==> src/rtl/rv32i_pkg.sv <==
// Shared RV32I definitions: fetch FSM states, the canonical NOP encoding
// and the fetch fault-cause codes.
package rv32i_pkg;

  typedef enum logic [1:0] {
    FETCH_IDLE  = 2'd0,
    FETCH_REQ   = 2'd1,
    FETCH_FAULT = 2'd2
  } fetch_state_t;

  // addi x0, x0, 0
  localparam logic [31:0] INSTR_NOP = 32'h0000_0013;

  localparam logic [1:0] FAULT_NONE     = 2'b00;
  localparam logic [1:0] FAULT_MISALIGN = 2'b01;
  localparam logic [1:0] FAULT_TIMEOUT  = 2'b10;

endpackage

==> src/rtl/fetch_timeout_counter.sv <==
// Wait counter for the instruction-memory handshake. Counts REQ cycles and
// flags expiry on the LIMIT-th cycle without an acknowledge.
// Only present when FETCH_TIMEOUT_EN is defined.
`ifdef FETCH_TIMEOUT_EN
module fetch_timeout_counter #(
  parameter int LIMIT = 16
) (
  input  logic clk,
  input  logic reset,
  input  logic clear,
  input  logic enable,
  output logic expired
);

  logic [7:0] count;

  // Expiry is reported during the last allowed wait cycle so the FSM can
  // leave REQ on that edge.
  assign expired = enable && (count == 8'(LIMIT - 1));

  // Count enabled cycles; restart whenever the FSM is outside REQ.
  always_ff @(posedge clk or posedge reset) begin
    if (reset) begin
      count <= 8'd0;
    end else if (clear) begin
      count <= 8'd0;
    end else if (enable && !expired) begin
      count <= count + 8'd1;
    end
  end

endmodule
`endif

==> src/rtl/instr_fetch_unit.sv <==
// Multi-cycle RV32I instruction fetch: architectural PC, instruction
// register and a single req/ack read per fetch.
// Optional feature: define FETCH_TIMEOUT_EN to abort a fetch with cause 10
// after TIMEOUT_CYCLES unacknowledged REQ cycles.
module instr_fetch_unit
  import rv32i_pkg::*;
#(
  parameter logic [31:0] RESET_PC       = 32'h0000_0000,
  parameter int          TIMEOUT_CYCLES = 16
) (
  input  logic        clk,
  input  logic        reset,
  input  logic        fetch_req,
  input  logic        pc_load,
  input  logic [31:0] pc_next,
  input  logic        fault_clr,
  output logic        imem_req,
  output logic [31:0] imem_addr,
  input  logic        imem_ack,
  input  logic [31:0] imem_rdata,
  output logic [31:0] instr_code,
  output logic        instr_valid,
  output logic [31:0] pc,
  output logic [31:0] pc_instr,
  output logic [31:0] pc_plus4,
  output logic        busy,
  output logic        fault,
  output logic [1:0]  fault_cause
);

  if (TIMEOUT_CYCLES < 2 || TIMEOUT_CYCLES > 255) begin : g_bad_timeout
    $error("TIMEOUT_CYCLES out of range 2..255");
  end

  fetch_state_t state;
  fetch_state_t state_next;
  logic [31:0]  eff_addr;
  logic         misaligned;
  logic         timeout_hit;

  // A same-cycle pc_load redirects the fetch to the new target.
  assign eff_addr   = pc_load ? pc_next : pc;
  assign misaligned = (eff_addr[1:0] != 2'b00);
  assign pc_plus4   = pc_instr + 32'd4;

`ifdef FETCH_TIMEOUT_EN
  fetch_timeout_counter #(
    .LIMIT(TIMEOUT_CYCLES)
  ) u_timeout (
    .clk    (clk),
    .reset  (reset),
    .clear  (state != FETCH_REQ),
    .enable (state == FETCH_REQ),
    .expired(timeout_hit)
  );
`else
  assign timeout_hit = 1'b0;
`endif

  // State register.
  always_ff @(posedge clk or posedge reset) begin
    if (reset) begin
      state <= FETCH_IDLE;
    end else begin
      state <= state_next;
    end
  end

  // Next-state logic; an ack in the expiry cycle still completes the fetch.
  always_comb begin
    state_next = state;
    case (state)
      FETCH_IDLE:  if (fetch_req) state_next = misaligned ? FETCH_FAULT : FETCH_REQ;
      FETCH_REQ:   begin
        if (imem_ack)         state_next = FETCH_IDLE;
        else if (timeout_hit) state_next = FETCH_FAULT;
      end
      FETCH_FAULT: if (fault_clr) state_next = FETCH_IDLE;
      default:     state_next = FETCH_IDLE;
    endcase
  end

  // Outputs decoded from the registered state.
  always_comb begin
    imem_req = (state == FETCH_REQ);
    busy     = (state == FETCH_REQ);
    fault    = (state == FETCH_FAULT);
  end

  // PC, fetch address, IR and fault cause; pc_load works in every state and
  // never touches the in-flight fetch address.
  always_ff @(posedge clk or posedge reset) begin
    if (reset) begin
      pc          <= RESET_PC;
      imem_addr   <= RESET_PC;
      pc_instr    <= RESET_PC;
      instr_code  <= INSTR_NOP;
      instr_valid <= 1'b0;
      fault_cause <= FAULT_NONE;
    end else begin
      instr_valid <= 1'b0;
      if (pc_load) pc <= pc_next;
      case (state)
        FETCH_IDLE: begin
          if (fetch_req) begin
            if (misaligned) fault_cause <= FAULT_MISALIGN;
            else            imem_addr   <= eff_addr;
          end
        end
        FETCH_REQ: begin
          if (imem_ack) begin
            instr_code  <= imem_rdata;
            pc_instr    <= imem_addr;
            instr_valid <= 1'b1;
          end else if (timeout_hit) begin
            fault_cause <= FAULT_TIMEOUT;
          end
        end
        FETCH_FAULT: if (fault_clr) fault_cause <= FAULT_NONE;
        default: ;
      endcase
    end
  end

endmodule

==> config.mk <==
export PLATFORM = sky130hd
export DESIGN_NAME = instr_fetch_unit
export DESIGN_NICKNAME = d
export VERILOG_FILES = /design/src/rtl/rv32i_pkg.sv /design/src/rtl/fetch_timeout_counter.sv /design/src/rtl/instr_fetch_unit.sv
export SDC_FILE = /design/constraint.sdc
export NUM_CORES = 1
export LEC_CHECK = 0
export ABC_AREA = 1
export ABC_CLOCK_PERIOD_IN_PS = 6000
export CORE_UTILIZATION = 35
export CTS_BUF_LIST = sky130_fd_sc_hd__clkbuf_4
export CTS_CLUSTER_SIZE = 16
export DETAILED_ROUTE_END_ITERATION = 10
export PLACE_DENSITY = 0.77
export SETUP_SLACK_MARGIN = 0.3
export SYNTH_ARGS = -nofsm -noshare
export SYNTH_HDL_FRONTEND = slang
export SYNTH_SLANG_ARGS = --single-unit
==> constraint.sdc <==
create_clock -name clk -period 6 [get_ports clk]
set_input_delay 1.8 -clock clk [delete_from_list [all_inputs] [get_ports clk]]
set_output_delay 1.8 -clock clk [all_outputs]
set_load 0.1 [all_outputs]
# [After elaboration in Yosys (flattened, before gate mapping)]
# Index checks and enable logic that the tools add are counted.
[classes] n_reduce_logical=7 mux=11 eq_ne=6 n_bitwise=1 add_sub_neg=1
[ops] op="$add 32x3->32 const B" count=1
[ops] op="$mux 32" count=1
[ops] op="$mux 2" count=6
[ops] op="$ne 2x2->1 const B" count=4
[ops] op="$pmux 2 s3" count=1
[ops] op="$reduce_and 3->1" count=2
[ops] op="$pmux 2 s2" count=1
[ops] op="$reduce_and 4->1" count=1
[ops] op="$reduce_bool 2->1" count=2
[ops] op="$eq 2x1->1 const B" count=1
[ops] op="$eq 2x2->1 const B" count=1
[ops] op="$logic_not 2->1" count=1
[ops] op="$mux 1" count=2
[ops] op="$reduce_and 2->1" count=1
[ops] op="$not 1->1" count=1
[totals] word_cells=33 regBits=133 out_inout_bits=166 inputBits=70

# [Depth between registers and ports, before layout]
# Gate-level depths: netlist of run 1.
[logic_depth] depth_word=5 mapped_depth=10 mapped_depth_nobuf=8

# [Worst setup path after synthesis of run 1]
# No wires, ideal clock.
[synth_timing] path_kind="reg-to-output" from="reg pc_instr[3]" to="out pc_plus4[16]" path_stages_with_launch=6 required_ps=4200 arrival_ps=3395 n_path_buf=0 setup_slack_ps=805 path_cell_list="dfrtp_1 ha_1 nand3_1 nor2_1 nand3_1 xnor2_1"
[synth_between] elab_chain_cells=1
[synth_rtl] element="from (decl)" line="instr_fetch_unit.sv:24" text="output logic [31:0] pc_instr,"
[synth_rtl] element="from (signal assigned)" line="instr_fetch_unit.sv:113" text="pc_instr <= imem_addr;"
[synth_rtl] element="$add 32x3->32" line="instr_fetch_unit.sv:44" text="assign pc_plus4 = pc_instr + 32'd4;"
[synth_rtl] element="to (decl)" line="instr_fetch_unit.sv:25" text="output logic [31:0] pc_plus4,"
# Every way passes these cells.

# [Worst setup path after layout of run 1]
[layout_timing] from="reg pc_instr[2]" to="out pc_plus4[16]"
# Same word-level chain as after synthesis.

==> results.md, run 1 <==
- The depth of the CTS H-tree is 4.
- In this run, CTS created clock tree buffers numbering 17.
- The total nets after synthesis is 826.
- The sort of element at the end of the critical path is an output port.
- In the routed design, unresolved DRC markers number 0.
- For this run, asynchronously set or reset flops after synthesis account for 1.00.
- For this block, the initial DRC count from the detailed router was 328.
- In the synthesized netlist the dominant register cell turns out to be sky130_fd_sc_hd__dfrtp_1.
- The placeable core region is 0.0166 mm^2.
- In this run the remaining antenna-violating nets after routing total 0.
- The first-pass GRT wire length is 29.1 mm.
- The cts-stage hold buffer count is 0.
- The number of maximum-capacitance violations is 0.
- The number of global-route vias before repair is 5420.
- For the finished layout, the period the worst path requires is 4.94 ns.
- Sorting the synthesized cells by area gives the leading types as sky130_fd_sc_hd__dfrtp_1 54%, sky130_fd_sc_hd__nand2_1 27%, sky130_fd_sc_hd__nand4_1 3.1%, sky130_fd_sc_hd__nor2_1 2.8%, sky130_fd_sc_hd__inv_1 1.7%.
- Timing would allow up to 203 MHz.
- The required arrival time at the worst endpoint is 4.20 ns.
- The pin count of the biggest net entering global routing is 81.
- For this block, the via count after detailed routing is 5563.
- After clock tree synthesis, the setup repair step added 0 buffers.
- The number of fill cells is 1534.
- After synthesis, the mean cell area works out to 7.94 um^2.
- The initial antenna violation count is 1.
- Summed over all nets, the half-perimeter wirelength after detailed placement is 13.4 mm.
- The flow ran to the end, and the final reports show no timing, DRC or antenna violations.
- Setup violations remaining at the end of the flow were counted as 0.
- The number of resized instances in the post-cts repair step is 0.
- The clock sink count is 132.
- The final routed wirelength across all metal layers is 18.2 mm.
- In the final routed layout, each cell accounts on average for 15.1 um.
- Counting flops with a built-in enable in the synthesized netlist gives 0.
- In this run the cell area of the synthesized design comes to 0.00599 mm^2.
- The clock transition time at the flip-flop clock pins of the worst setup and hold paths is 0.12 ns.
- The final hold violation count is 0.
- In this run the tightest slew margin relative to its limit is 0.234.
- The setup skew after layout is 0.0205 ns.
- The warning count from the yosys run is 0.
- At the pin with the least slew margin, the transition time is 1.15 ns.
- The area growth from synthesis to layout is 47.0%.
- The synthesized instance count is 755.
- The synthesized netlist contains 25 unique library cells.
- In this run the worst path has a maximum fanout of 5.
- The initial core utilization is 0.360.
- The min-delay analysis places its worst path in the category flip-flop to flip-flop.
- Input and output buffers added on the ports amount to 234.
- The overall global routing resource usage is 0.214.
- The critical path is of the flip-flop to output port type.
- The boundary pin count is 236.
- Dividing the final minimum period by the clock period gives 0.823.
- The start point of the worst min-delay path is instr_code[4].
- The most critical setup path has its startpoint at pc_instr[2].
- The first TritonRoute pass finished after 4 iterations.
- The post-synthesis register bit count is 132.
- The die span in y is 133 um.
- The worst-skew pair later-pin latency is 0.56 ns.
- The via count normalized by instance count is 4.59.
- The die area is 0.0177 mm^2.
- STA classifies the critical path startpoint as a flip-flop.
- The worst path arrival time is 3.14 ns.
- The share of synthesized area in the top cell type comes to 0.539.
- The congestion estimate from routability-driven global placement came to 0.853.
- The remaining global-route overflow is 0.
- The count of final max-slew check failures is 0.
- In this run the critical register-to-register path is launched from state[1].
- Of all cell types, the one taking the most synthesized area is sky130_fd_sc_hd__dfrtp_1.
- TritonCTS built the clock tree.
- The post-layout net count is 1049.
- Summed over all failing endpoints, the final setup total negative slack is 0 ns.
- The clock passes through at most 2 buffers.
- The fraction of layout instances using a drive strength above 1 is 0.0535.
- Setup repair after global routing left no endpoint under its margin.
- After floorplanning, the core was divided into 47 placement rows.
- The root cell of the clock tree is sky130_fd_sc_hd__clkbuf_4.
- The share of the Yosys chip area taken by registers is 0.552.
- The chip width is 133 um.
## per-layer routing
metal  global-route usage  share of wire  vias to the layer above  wire length [um]
met5                    0              0                        -                 0
met4                0.103          0.031                        0               573
met3               0.0448          0.046                       32               846
met2                0.330           0.47                      173              8560
met1                0.287           0.45                     2580              8260
li1                     -              -                     2778                 -
## synth_stat cells (3+ instances only)
master,count
sky130_fd_sc_hd__buf_4,9
sky130_fd_sc_hd__buf_2,16
sky130_fd_sc_hd__xor2_1,9
sky130_fd_sc_hd__dfstp_2,3
sky130_fd_sc_hd__nand4_1,30
sky130_fd_sc_hd__nor2_1,45
sky130_fd_sc_hd__o21ai_0,7
sky130_fd_sc_hd__inv_2,3
sky130_fd_sc_hd__nor2_2,3
sky130_fd_sc_hd__nand2_2,3
sky130_fd_sc_hd__nand2_1,429
sky130_fd_sc_hd__nand3_1,5
sky130_fd_sc_hd__inv_1,27
sky130_fd_sc_hd__xnor2_1,6
sky130_fd_sc_hd__buf_6,4
sky130_fd_sc_hd__dfrtp_1,129
sky130_fd_sc_hd__clkbuf_1,7
sky130_fd_sc_hd__nand3b_1,13
## through the flow
stage | setup slack [ns] | utilization | cells | hold WS [ns] | instance area (um^2)
finish | 1.06 | 0.530 | 1212 | 0.478 | 8810
floorplan | 0.679 | - | 755 | 0.563 | 5990
global placement | 1.66 | 0.507 | 1179 | 0.454 | 8440
global route | 0.776 | 0.530 | 1212 | 0.502 | 8810
detailed placement | 1.63 | 0.507 | 1179 | 0.464 | 8440
CTS | 0.988 | 0.530 | 1211 | 0.485 | 8810
## area by class of cell
cell class                 instances  area (um^2)  share of cell area
sequential                       132         3310               0.375
clock buffer                      18          135              0.0153
tap                              220          275              0.0312
inverter                          31          123              0.0139
multi-input combinational        556         2350               0.267
timing repair buffer             240         2390               0.271
antenna                            1         2.50            0.000284
clock inverter                    14          234              0.0265
## cell usage in the layout, fill, tap and decap left out, drive strengths merged
| cell | netlist | routed |
|---|---|---|
| a21oi | 1 | 1 |
| buf | 29 | 6 |
| bufinv | 0 | 6 |
| clkbuf | 7 | 18 |
| clkdlybuf4s50 | 0 | 234 |
| clkinv | 1 | 6 |
| clkinvlp | 0 | 3 |
| conb | 1 | 1 |
| dfrtp | 129 | 129 |
| dfstp | 3 | 3 |
| diode | 0 | 1 |
| ha | 1 | 1 |
| inv | 30 | 30 |
| nand2 | 432 | 432 |
| nand3 | 6 | 6 |
| nand3b | 13 | 13 |
| nand4 | 30 | 30 |
| nor2 | 49 | 49 |
| o21ai | 7 | 7 |
| o31ai | 1 | 1 |
| xnor2 | 6 | 6 |
| xor2 | 9 | 9 |
## worst paths after layout
check,to,slack (ns),depth (start not counted)
max in group asynchronous,pc[12],3.33,3
setup / recovery,pc_plus4[16],1.06,6
setup reg to reg,pc_instr[20],3.99,5
hold / removal,instr_code[4],0.48,2
hold reg to reg,instr_code[4],0.48,2
min in group asynchronous,instr_code[20],1.72,2
## registers in the layout, indices dropped and copies added (netlist names)
signal,count
fault_cause,1
pc,32
pc_instr,32
instr_code,32
instr_valid,1
state,2
imem_addr,32
## kinds of logic (layout without fill, tap and decap cells)
| logic type | after synthesis | after routing | synth area share |
|---|---|---|---|
| AND/OR/NAND/NOR | 530 | 530 | 0.360 |
| buffers and inverters | 67 | 303 | 0.0561 |
| adder cells (fa/ha/maj) | 1 | 1 | 0.00209 |
| other | 1 | 2 | 0.000626 |
| flip-flops | 132 | 132 | 0.552 |
| AO/OA/AOI/OAI | 9 | 9 | 0.00793 |
| XOR/XNOR | 15 | 15 | 0.0219 |
## worst max-delay path: stages, from the launching register on
cell and delay (ns):
sky130_fd_sc_hd__dfrtp_1 0.45, sky130_fd_sc_hd__ha_1 0.21, sky130_fd_sc_hd__nand3_1 0.19, sky130_fd_sc_hd__nor2_1 0.28, sky130_fd_sc_hd__nand3_1 0.14, sky130_fd_sc_hd__xnor2_1 0.16, sky130_fd_sc_hd__clkdlybuf4s50_1 1.15
Power of run 1 is left out: the tool's default activity adds up to more than one toggle a clock period on the data nets, which glitch-free logic cannot reach.
==> run 2, diff against run 1 <==
Settings changed: ABC_CLOCK_PERIOD_IN_PS 6000 to 4500, PLACE_DENSITY 0.77 to 0.79.
Clock period 6 ns to 4.5 ns, I/O delays scaled along.
==> results.md, run 2 (synthesized netlist as in run 1, its figures left out) <==
- The flow ran to the end, and the final reports show no timing, DRC or antenna violations.
- The overall global routing resource usage is 0.211 (-0.00286).
- The die area is 0.0177 mm^2 (unchanged).
- The remaining global-route overflow came to 0 (unchanged).
- The internal reg-to-reg setup slack came to 2.66 ns (-1.33 ns).
- The post-layout net count is 1051 (+0.19%).
- The boundary pin count is 236 (unchanged).
- The remaining max-slew budget at the tightest pin is 0.304 (+0.0698).
- The initial core utilization is 0.360 (unchanged).
- The area after detailed placement is 0.00850 mm^2 (+0.67%).
- The biggest fanout along the worst timing path is 5 (unchanged).
- The number of buffer cells added on primary ports is 234 (unchanged).
- The sort of element at the end of the critical path is an output port.
- The fraction of layout instances using a drive strength above 1 came to 0.0906 (+0.0372).
- The total of endpoints with negative setup slack in the final report was 0 (unchanged).
- The most common library cell in the layout ignoring fill and taps is sky130_fd_sc_hd__nand2_1.
- The smallest hold slack is 0.480 ns (+0.00215 ns).
- The final routed wirelength across all metal layers came to 18.0 mm (-1.3%).
- The final hold violation count came to 0 (unchanged).
- The clock transition time at the flip-flop clock pins of the worst setup and hold paths is 0.12 ns (about the same).
- The required arrival time at the worst endpoint is 3.15 ns (-1.05 ns).
- The depth of the worst register-to-register path came to 8 (+3).
- The maximum clock path buffer count is 2 (unchanged).
- The number of global-route vias before repair is 5496 (+1.4%).
- The post-layout instance area came to 0.00879 mm^2 (-0.27%).
- The type of the worst min-delay path is flip-flop to flip-flop.
- The number of search-and-repair iterations in the first detailed-routing pass is 4 (unchanged).
- The relative area change from synthesis to final layout is 46.6%.
- The initial antenna violation count was 1 (unchanged).
- Setup repair after global routing left no endpoint under its margin.
- The via count normalized by instance count is 4.63 (+0.93%).
- The fraction of the core area covered by cells at the end of the flow is 0.528 (-0.00143).
- The buffer count from post-CTS setup fixing came to 0 (unchanged).
- The first-pass GRT wire length is 29.2 mm (+0.26%).
- For hold timing, the worst endpoint is instr_code[4].
- The total vias in the final route is 5624 (+1.1%).
- The placer congestion estimate is 0.860 (+0.82%).
- The startpoint type of the worst setup path is a flip-flop.
- The worst path arrival time is 2.42 ns (-0.72 ns).
- The root cell of the clock tree is sky130_fd_sc_hd__clkbuf_4.
- The die span in y is 133 um (unchanged).
- The worst path in the final design needs a cycle of 3.77 ns, including I/O delays and setup.
- The number of DRC markers after the initial detailed-route iteration is 318 (-3.0%).
- The setup skew after layout is 0.0201 ns (-0.000330 ns).
- The detailed-route DRC error count is 0 (unchanged).
- Of the available clock period, the critical path in the final layout requires 0.837.
- The pre-CTS worst setup slack came to 0.755 ns (-0.878 ns).
- The placeable core region is 0.0166 mm^2 (unchanged).
- The count of final max-slew check failures is 0 (unchanged).
- The number of antenna-violating nets in the routed design was 0 (unchanged).
- The cell depth of the worst min-delay path is 2 (unchanged).
- The worst reg2reg path startpoint is pc[1].
- The chip width is 133 um (unchanged).
- The clock buffer count from CTS was 17 (unchanged).
- The library cells used most frequently in the layout, excluding fill and tap cells, are 429 x sky130_fd_sc_hd__nand2_1, 206 x sky130_fd_sc_hd__clkdlybuf4s50_1, 129 x sky130_fd_sc_hd__dfrtp_1.
- The wire length per cell after detailed routing came to 14.8 um (-1.5%).
- The capture point of the worst reg-to-reg path is imem_addr[5].
- The worst-skew pair later-pin latency is 0.50 ns (-0.06 ns).
- The depth of the CTS H-tree is 4 (unchanged).
- The startpoint identified for the worst hold timing path is instr_code[4].
- The slew at the pin with the worst max-slew slack is 1.04 ns (-0.108 ns).
- The total half-perimeter wirelength after legalization and detailed placement came to 13.5 mm (+0.79%).
- The number of resized instances in the post-cts repair step is 0 (unchanged).
- The post-route worst setup slack is 0.734 ns (-0.329 ns).
- The number of maximum-capacitance violations is 0 (unchanged).
- The clock tree from TritonCTS is yes.
- The clock sink count is 132 (unchanged).
- In this run the worst setup path begins at pc_instr[3].
- The cts-stage hold buffer count came to 0 (unchanged).
- The setup path with the least slack is of type flip-flop to output port.
- The maximum frequency from static timing analysis is 266 MHz.
- The pin count of the biggest net entering global routing came to 64 (-21%).
- The row count is 47 (unchanged).
run 2: final cells by class:
type                    instances  area [um^2]
clock inverters                12          139
flip-flops and latches        132         3310
inverters                      31          121
repair buffers                242         2370
clock buffers                  20          150
multi-input cells             556         2430
well taps                     220          275
fillers                      1553         7850
diodes                          1         2.50
run 2: worst max-delay path by stage:
stage                              end  slack [ns]
after floorplan           pc_plus4[10]       -0.09
after global placement    imem_addr[0]        0.85
after detailed placement  imem_addr[1]        0.75
after CTS                 pc_plus4[16]        0.67
after global routing      pc_plus4[16]        0.51
final                     pc_plus4[16]        0.73
run 2: metal layers:
| layer | GRT usage | vias to the layer above | wire length, um |
|---|---|---|---|
| met2 | 0.330 | 190 | 8540 |
| met3 | 0.0429 | 36 | 979 |
| met1 | 0.286 | 2629 | 7930 |
| li1 | - | 2769 | - |
| met4 | 0.0875 | 0 | 548 |
| met5 | 0 | - | 0 |
run 2: worst max-delay path, stage by stage (launching register included):
cell and delay (ns):
sky130_fd_sc_hd__dfrtp_1 0.44, sky130_fd_sc_hd__ha_1 0.21, sky130_fd_sc_hd__nand3_1 0.21, sky130_fd_sc_hd__nor2_1 0.36, sky130_fd_sc_hd__nand3_1 0.19, sky130_fd_sc_hd__xnor2_2 0.19
sky130_fd_sc_hd__buf_4 0.32
run 2: per-stage QoR:
step | TNS, ns | cells
5_1_grt | 0 | 1214
4_1_cts | 0 | 1213
3_3_place_gp | 0 | 1181
6_report | 0 | 1214
3_5_place_dp | 0 | 1181
2_1_floorplan | -0.0896 | 755
Power of run 2 is left out for the same reason.
==> run 3, diff against run 2 <==
Settings changed: ABC_CLOCK_PERIOD_IN_PS 4500 to 3200.
Clock period 4.5 ns to 3.2 ns, I/O delays scaled along.
==> results.md, run 3 (synthesized netlist as in run 1, its figures left out) <==
- The run finished with clean final reports.
- The setup skew after layout is 0.0149 ns (-0.00525 ns).
- The biggest fanout along the worst timing path is 4 (-1).
- The delay of the slowest critical-path stage is 0.43 ns (about the same).
- The worst-skew pair later-pin latency is 0.53 ns (+0.03 ns).
- The die area is 0.0177 mm^2 (unchanged).
- The placeable core region came to 0.0166 mm^2 (unchanged).
- The number of fill cells came to 1423 (-8.4%).
- The boundary pin count is 236 (unchanged).
- The required arrival time at the worst endpoint is 2.24 ns (-0.91 ns).
- The detailed-route DRC error count came to 0 (unchanged).
- The number of buffers and inverters on the critical path is 3 (+2).
- The final hold violation count is 0 (unchanged).
- The row count is 47 (unchanged).
- The shortest clock period the worst path allows after layout is 3.01 ns.
- The number of search-and-repair iterations in the first detailed-routing pass is 5 (+1).
- The initial antenna violation count is 1 (unchanged).
- The first-pass GRT wire length is 30.4 mm (+4.1%).
- The total vias in the final route came to 5878 (+4.5%).
- The slew at the pin with the worst max-slew slack is 0.698 ns (-0.343 ns).
- The cell family contributing the most delay on the critical path is buffers and inverters.
- The maximum clock path buffer count came to 2 (unchanged).
- The number of maximum-capacitance violations is 0 (unchanged).
- The multi-input logic area was 0.00290 mm^2 (+19%).
- The post-layout instance area is 0.00957 mm^2 (+8.8%).
- The count of final max-slew check failures was 0 (unchanged).
- The number of global-route vias before repair is 5845 (+6.4%).
- The overall global routing resource usage came to 0.222 (+0.0110).
- The critical path goes through ha_4, nand3_4, inv_4, nand3b_1, buf_6, xnor2_4, buf_12.
- The total half-perimeter wirelength after legalization and detailed placement was 13.8 mm (+2.0%).
- The remaining max-slew budget at the tightest pin is 0.535 (+0.231).
- The placer congestion estimate is 0.902 (+4.9%).
- The fraction of layout instances using a drive strength above 1 is 0.354 (+0.263).
- The startpoint type of the worst setup path is a flip-flop.
- The pin count of the biggest net entering global routing was 72 (+13%).
- The total of endpoints with negative setup slack in the final report is 0 (unchanged).
- CTS placed an instance of sky130_fd_sc_hd__clkbuf_4 at the clock tree root.
- The die span in y was 133 um (unchanged).
- The cts-stage hold buffer count was 0 (unchanged).
- The area after detailed placement was 0.00876 mm^2 (+3.1%).
- The area occupied by registers is 0.00334 mm^2 (+1.1%).
- The depth of the CTS H-tree is 4 (unchanged).
- The clock tree from TritonCTS is yes.
- The clock transition time at the flip-flop clock pins of the worst setup and hold paths is 0.11 ns (about the same).
- The initial core utilization is 0.360 (unchanged).
- The sort of element at the end of the critical path is an output port.
- The via count normalized by instance count is 4.66 (+0.62%).
- The part of the cycle the worst path needs is 0.940.
- The clock buffer count from CTS is 17 (unchanged).
- The remaining global-route overflow came to 0 (unchanged).
- The library cell used most frequently in the layout, excluding fill and tap cells, is sky130_fd_sc_hd__nand2_1.
- The type of the worst min-delay path is flip-flop to flip-flop.
- The chip width was 133 um (unchanged).
- Leaving out fill and tap cells, the most frequent cells in the layout are 400 x sky130_fd_sc_hd__nand2_1, 191 x sky130_fd_sc_hd__buf_4, 101 x sky130_fd_sc_hd__dfrtp_1.
- The final routed wirelength across all metal layers is 19.5 mm (+8.2%).
- The number of DRC markers after the initial detailed-route iteration is 343 (+7.9%).
- The number of antenna-violating nets in the routed design came to 0 (unchanged).
- The highest-delay cell along the critical path is sky130_fd_sc_hd__dfrtp_2.
- The number of buffer cells added on primary ports is 234 (unchanged).
- The worst setup path is of the flip-flop to output port kind.
- The relative area change from synthesis to final layout is 59.6%.
- The worst path arrival time came to 2.05 ns (-0.37 ns).
- The clock sink count came to 132 (unchanged).
- The wire length per cell after detailed routing was 15.4 um (+4.1%).
- The maximum frequency from static timing analysis is 332 MHz.
- The post-layout net count came to 1098 (+4.5%).
- Setup repair after global routing could not meet its margin everywhere.
[run 3: changes by cell type in the layout (fill, tap and decap cells not counted), sizes merged]
cell,change
buf,+184
clkbuf,+3
clkinvlp,-2
bufinv,-2
clkdlybuf4s50,-137
clkinv,+1
[run 3: routing by layer]
layer	part of all wire	vias up	track usage
met2	0.49	199	0.357
met1	0.43	2757	0.288
met4	0.033	0	0.102
met3	0.044	50	0.0464
met5	0	-	0
li1	-	2872	-
[run 3: worst paths after layout]
check	startpoint	end	slack, ns	cells past startpoint
max	pc_instr[2]	pc_plus4[12]	0.19	7
min	instr_code[1]	instr_code[1]	0.47	2
min in group asynchronous	reset	pc_instr[4]	0.74	2
max reg2reg	state[1]	imem_addr[31]	1.46	4
max in group asynchronous	reset	instr_code[4]	1.73	3
min reg2reg	instr_code[1]	instr_code[1]	0.47	2
[run 3: worst register-to-register path: stages (launching register included)]
cell	delay [ns]
sky130_fd_sc_hd__dfrtp_1	0.46
sky130_fd_sc_hd__nor2_2	0.52
sky130_fd_sc_hd__nand3_4	0.41
sky130_fd_sc_hd__nand2_1	0.18
sky130_fd_sc_hd__nand2_1	0.06
[run 3: what timing repair did]
item / CTS / global route
endpoints found under the hold margin: 0 / 0
endpoints found under the setup margin: 24 / 24
pin swaps: 21 / 18
setup buffers: 34 / 11
gates resized for setup: 42 / 25
[run 3: stage by stage]
step | util | setup WS (ns) | TNS (ns) | hold WS [ns] | instances
after CTS | 0.565 | 0.189 | 0 | 0.477 | 1249
final | 0.575 | 0.191 | 0 | 0.474 | 1261
after floorplan | - | -0.561 | -1.64 | 0.563 | 755
after detailed placement | 0.527 | 0.527 | 0 | 0.459 | 1183
after global placement | 0.527 | 0.556 | 0 | 0.456 | 1183
after global routing | 0.575 | 0.0570 | 0 | 0.508 | 1261
[run 3: final cells by class]
cell class                 count  area share
clock inverter                 9     0.00680
clock buffer                  23      0.0180
inverter                      31      0.0132
antenna                        1    0.000262
multi-input combinational    556       0.303
timing repair buffer         289       0.281
tap                          220      0.0288
sequential                   132       0.349
Power of run 3 is left out for the same reason.
